### src/rtl/ram_access_ctrl.sv
// ram_access_ctrl: core-side load/store controller for a synchronous RAM with an in-order response FIFO.
// Latency: RAM ports are driven 1 cycle after accept, and a load response reaches the FIFO head 3 cycles after accept.
// Backpressure: ReqReady drops while RESP_DEPTH responses are outstanding; RespReady low holds the FIFO head.
// Option: define WRITE_ACK_EN so that stores also return a write acknowledge through the FIFO.

// ram_access_ctrl_fifo: generic synchronous FIFO with a show-ahead head.
// Latency: a pushed entry is visible at the head on the cycle after the push.
// Backpressure: the caller must never push when full; out_rdy low holds the head.
module ram_access_ctrl_fifo #(
   parameter int WIDTH = 8,
   parameter int DEPTH = 4
) (
   input  logic             gclk,
   input  logic             greset,
   input  logic             in_vld,
   input  logic [WIDTH-1:0] in_dat,
   output logic             out_vld,
   input  logic             out_rdy,
   output logic [WIDTH-1:0] out_dat
);
   localparam int AW = $clog2(DEPTH);
   localparam int PW = AW + 1;

   logic [WIDTH-1:0] mem [DEPTH];
   logic [PW-1:0]    wr_ptr;
   logic [PW-1:0]    rd_ptr;

   // The extra pointer bit separates full from empty; the head reads as zero while empty.
   assign out_vld = (wr_ptr != rd_ptr);
   assign out_dat = out_vld ? mem[rd_ptr[AW-1:0]] : '0;

   // Storage write; the storage itself is not reset because the pointers define validity.
   always_ff @(posedge gclk) begin
      if (in_vld) begin
         mem[wr_ptr[AW-1:0]] <= in_dat;
      end
   end

   // Pointer update: reset empties the FIFO.
   always_ff @(posedge gclk) begin
      if (greset) begin
         wr_ptr <= '0;
         rd_ptr <= '0;
      end else begin
         if (in_vld) begin
            wr_ptr <= wr_ptr + PW'(1);
         end
         if (out_vld && out_rdy) begin
            rd_ptr <= rd_ptr + PW'(1);
         end
      end
   end
endmodule

module ram_access_ctrl #(
   parameter int WORD_WIDTH = 8,
   parameter int ADDR_WIDTH = 8,
   parameter int RESP_DEPTH = 4
) (
   input  logic                  gclk,
   input  logic                  greset,
   input  logic                  ReqValid,
   output logic                  ReqReady,
   input  logic                  ReqWrite,
   input  logic [ADDR_WIDTH-1:0] ReqAddr,
   input  logic [WORD_WIDTH-1:0] ReqData,
   output logic                  RespValid,
   input  logic                  RespReady,
   output logic                  RespIsWrite,
   output logic [WORD_WIDTH-1:0] RespData,
   output logic [ADDR_WIDTH-1:0] RamReadAddr,
   output logic [ADDR_WIDTH-1:0] RamWriteAddr,
   output logic [WORD_WIDTH-1:0] RamWriteData,
   output logic                  RamWriteEnable,
   input  logic [WORD_WIDTH-1:0] RamReadData
);
   localparam int CNT_W = $clog2(RESP_DEPTH) + 1;
   localparam logic [CNT_W-1:0] CREDIT_MAX = CNT_W'(RESP_DEPTH);
`ifdef WRITE_ACK_EN
   localparam int FW = WORD_WIDTH + 1;
`else
   localparam int FW = WORD_WIDTH;
`endif

   logic [CNT_W-1:0] outstanding;
   logic             req_acc;
   logic             resp_pop;
   logic             credit_inc;
   logic             issue_rd_vld;
   logic             ret_rd_vld;
   logic             push_vld;
   logic [FW-1:0]    push_dat;
   logic [FW-1:0]    head_dat;

   // Credits cover every response that can still land in the FIFO, so a push never meets a full FIFO.
   assign ReqReady = !greset && (outstanding < CREDIT_MAX);
   assign req_acc  = ReqValid && ReqReady;
   assign resp_pop = RespValid && RespReady;

`ifdef WRITE_ACK_EN
   logic                  ret_wr_vld;
   logic [WORD_WIDTH-1:0] ret_wr_dat;

   assign credit_inc  = req_acc;
   // The ack slot trails the write by one cycle so it lands where a load issued at the same point would return.
   assign push_vld    = ret_rd_vld || ret_wr_vld;
   assign push_dat    = ret_wr_vld ? {1'b1, ret_wr_dat} : {1'b0, RamReadData};
   assign RespIsWrite = head_dat[WORD_WIDTH];
   assign RespData    = head_dat[WORD_WIDTH-1:0];

   // Write-ack return stage, aligned with the load return slot.
   always_ff @(posedge gclk) begin
      if (greset) begin
         ret_wr_vld <= 1'b0;
         ret_wr_dat <= '0;
      end else begin
         ret_wr_vld <= RamWriteEnable;
         ret_wr_dat <= RamWriteData;
      end
   end
`else
   assign credit_inc  = req_acc && !ReqWrite;
   assign push_vld    = ret_rd_vld;
   assign push_dat    = RamReadData;
   assign RespIsWrite = 1'b0;
   assign RespData    = head_dat;
`endif

   // Issue stage drives the RAM from registers; the return bit follows the RAM's one-cycle read latency.
   always_ff @(posedge gclk) begin
      if (greset) begin
         RamWriteEnable <= 1'b0;
         RamWriteAddr   <= '0;
         RamWriteData   <= '0;
         RamReadAddr    <= '0;
         issue_rd_vld   <= 1'b0;
         ret_rd_vld     <= 1'b0;
      end else begin
         RamWriteEnable <= req_acc && ReqWrite;
         issue_rd_vld   <= req_acc && !ReqWrite;
         ret_rd_vld     <= issue_rd_vld;
         if (req_acc && ReqWrite) begin
            RamWriteAddr <= ReqAddr;
            RamWriteData <= ReqData;
         end
         if (req_acc && !ReqWrite) begin
            RamReadAddr <= ReqAddr;
         end
      end
   end

   // Outstanding-response counter; a simultaneous accept and pop cancel out.
   always_ff @(posedge gclk) begin
      if (greset) begin
         outstanding <= '0;
      end else if (credit_inc && !resp_pop) begin
         outstanding <= outstanding + CNT_W'(1);
      end else if (!credit_inc && resp_pop) begin
         outstanding <= outstanding - CNT_W'(1);
      end
   end

   ram_access_ctrl_fifo #(
      .WIDTH (FW),
      .DEPTH (RESP_DEPTH)
   ) u_resp_fifo (
      .gclk    (gclk),
      .greset  (greset),
      .in_vld  (push_vld),
      .in_dat  (push_dat),
      .out_vld (RespValid),
      .out_rdy (RespReady),
      .out_dat (head_dat)
   );
endmodule

### config.mk
export PLATFORM = sky130hd
export DESIGN_NAME = ram_access_ctrl
export DESIGN_NICKNAME = d
export VERILOG_FILES = /design/src/rtl/ram_access_ctrl.sv
export SDC_FILE = /design/constraint.sdc
export NUM_CORES = 1
export LEC_CHECK = 0
export CORE_ASPECT_RATIO = 1.75
export CORE_MARGIN = 1
export CORE_UTILIZATION = 49
export DETAILED_ROUTE_END_ITERATION = 8
export PLACE_DENSITY_LB_ADDON = 0.15
export SLEW_MARGIN = 40
export SYNTH_ARGS = -nofsm -noshare
export SYNTH_HDL_FRONTEND = slang
export SYNTH_SLANG_ARGS = --single-unit
### constraint.sdc
create_clock -name gclk -period 3.8 [get_ports gclk]
set_clock_uncertainty 0.1 [all_clocks]
set_input_delay 0.76 -clock gclk [delete_from_list [all_inputs] [get_ports gclk]]
set_output_delay 0.76 -clock gclk [all_outputs]
set_load 0.05 [all_outputs]
==> flow_metrics.tcl <==
set metrics [dict create \
    yosysTopAreaCell "edfxtp_1" \
    power.leakage_nw 1.29 \
    drt_iter0_markers 60 \
    grt_pass1_vias 1870 \
    io_buffers 63 \
    whs_ns 0.334 \
    viasPerCell 4.97 \
    post_drt_wl_per_cell_um 13.6 \
    max_stage_delay_ns 0.73 \
    postCtsResizedCells 0 \
    synthesis.nets 268 \
    finalNonFillerCells 378 \
    dieWidth_um 59.3 \
    min_path_type "reg2reg" \
    worst_setup_path_end_kind "primary output" \
    grt_usage_pct 18.6 \
    grt_start_max_net_pins 39 \
    die_h_um 102 \
    fin_nets 333 \
    core_um2 5540 \
    first_pass_iters 4 \
    worstPathRequired_ns 2.94 \
    vias 1879 \
    root_buffer "clkbuf_8" \
    r2r_cells 9 \
    status "finished clean" \
    cp.arrival_ns 2.48 \
    p_per_area_nw_per_um2 541 \
    r2r_start "u_resp_fifo.wr_ptr[0]" \
    r2r_slack_ns 0.83 \
    min_from "issue_rd_vld" \
    finalHoldViolCount 0 \
    place_congestion 0.716 \
    period_share_pct 87.8 \
    synth_most_common_cell "nand2_1" \
    synth_top_cell_area_share_pct 34.2 \
    grt_first_pass_wirelength_um 8160 \
    antenna_found_initial 0 \
    worstHoldPathCells 1 \
    stdcell_area_um2 3720 \
    rows 36 \
    drc_errors 0 \
    multi_input_area_um2 990 \
    placed_cell_area_um2 3510 \
    totalWireLength_um 5150 \
    die_area_um2 6060 \
    synth_common_cells "nand2_1, dfxtp_1, edfxtp_1, a21oi_1, nor2b_1" \
    synthToLayoutAreaGrowth_pct 32.4 \
    register_area_um2 1720 \
    syn_area_um2 2810 \
    avgSynthCellArea_um2 12.1 \
    r2r-end "outstanding[2]" \
    ctsHoldBuffers 0 \
    drtAntennaViolNets 0 \
    worst_pin_slew_ns 0.734 \
    cts_buffers 9 \
    setup_slack_ns 0.463 \
    ys_ff_latch 70 \
    relSlewSlack_pct 50.8 \
    cap_violations 0 \
    p_int_mw 1.41 \
    async_flop_share_pct 0 \
    worstPathMaxFanout 10 \
    final_max_slew_viol_count 0 \
    clock_path_buffers 2 \
    path_clk_slew_ns 0.07 \
    fmax_mhz 300 \
    irDropWorstVdd_mv 0.298 \
    clkPwrFrac_pct 31.3 \
    p_switching_uw 606 \
    pin_count 65 \
    place_inst 362 \
    combPwrFrac_pct 25.5 \
    switching_share_pct 30.1 \
    cts.htree.levels 3 \
    start_kind "flop" \
    fillers 433 \
    slowest_stage "clkdlybuf4s50_1" \
    cts_tree "done" \
    initial_utilization_pct 50.7 \
    power_frac_seq_pct 43.3 \
    post-dp-hpwl_um 3670 \
    dp_slack_ns 0.368 \
    rsz0062_at_grt "false" \
    ys_dominant_reg_cell "dfxtp_1" \
    ys_types 37 \
    post-route-util_pct 67.2 \
    syn_inst 232 \
    hold_end "push_vld" \
    ys_seq_area_share_pct 61.2 \
    ys_warn_count 0 \
    synth-edff-count 32 \
    finalPower_mw 2.01 \
    yosys-top-cells-area "edfxtp_1, dfxtp_1, nand2_1" \
    setup_viol 0 \
    cts_setup_buffers 0 \
    final_layout_size_suffix_gt1_share_pct 13.2 \
    cp_cell_sequence "xor2_1 > nor3_2 > nor2b_1 > clkdlybuf4s50_1" \
    insertedDiodeCount 0 \
    gr-total-overflow 0 \
    tns_ns 0 \
    final.min_clock_period_ns 3.34 \
    path_class "reg2out" \
    insertion_delay_ns 0.34 \
    clkSinkCount 70 \
]
cells in the final DEF, fill, tap and decap left out, types with 8 or more instances in the layout:
| cell | n |
|---|---|
| clkbuf_8 | 9 |
| nor2b_1 | 9 |
| edfxtp_1 | 32 |
| a21oi_2 | 8 |
| clkdlybuf4s50_1 | 62 |
| a21oi_1 | 19 |
| mux4_2 | 8 |
| nand2_1 | 49 |
| dfxtp_1 | 38 |
critical path, delay by kind of cell (launching register included):
kind / cells / cell delay, ns
AND/OR/NAND/NOR: 2 / 0.78
buffers and inverters: 1 / 0.73
flip-flops: 1 / 0.43
XOR/XNOR: 1 / 0.20
final cells by class:
type / count / area share, %
Multi-Input combinational cell: 143 / 26.6
Tap cell: 76 / 2.56
Clock buffer: 9 / 3.33
Sequential cell: 70 / 46.3
Inverter: 7 / 1.04
Timing Repair Buffer: 66 / 17.8
Clock inverter: 7 / 2.39
sequential cells by signal, summed over array words and instances, names as in the netlist, named ones only:
signal and cells:
u_resp_fifo.mem 32, RamReadAddr 8, RamWriteAddr 8, RamWriteData 8, outstanding 3, u_resp_fifo.rd_ptr 3
u_resp_fifo.wr_ptr 3, RamWriteEnable 1, issue_rd_vld 1, push_vld 1
power groups by stage:
stage               Clock [mW]  Combinational [mW]  Sequential [mW]
floorplan                    0               0.335            0.903
global placement             0               0.510            0.889
detailed placement           0               0.518            0.889
CTS                      0.645               0.520            0.873
global route             0.680               0.545            0.879
finish                   0.629               0.513            0.871
metal layers:
layer	part of all wire [%]	global-route usage [%]	up-vias
li1	-	-	932
met1	38	18.5	890
met2	55	33.4	52
met3	5.8	6.58	5
met4	1.0	8.97	0
met5	0	0	-
worst max-delay path by stage:
stage,start,to,slack [ns]
global route,u_resp_fifo.wr_ptr[0],RespData[0],0.29
floorplan,greset,outstanding[2],0.90
finish,u_resp_fifo.wr_ptr[0],RespData[1],0.46
detailed placement,greset,outstanding[2],0.37
global placement,greset,outstanding[2],0.43
CTS,u_resp_fifo.wr_ptr[0],RespData[1],0.35
logic make-up (layout without fill, tap and decap cells):
| family | after synthesis | in the layout | share of synthesized area [%] |
|---|---|---|---|
| AOI/OAI and AO/OA | 34 | 34 | 7.61 |
| xor gates and xnor gates | 7 | 7 | 2.18 |
| adders and majority gates | 7 | 7 | 3.38 |
| buffers and inverters | 19 | 89 | 3.56 |
| DFF | 70 | 70 | 61.2 |
| muxes | 11 | 11 | 7.48 |
| other | 1 | 1 | 0.133 |
| and+or+nand+nor | 83 | 83 | 14.4 |
(Power assumes the default switching activity.)
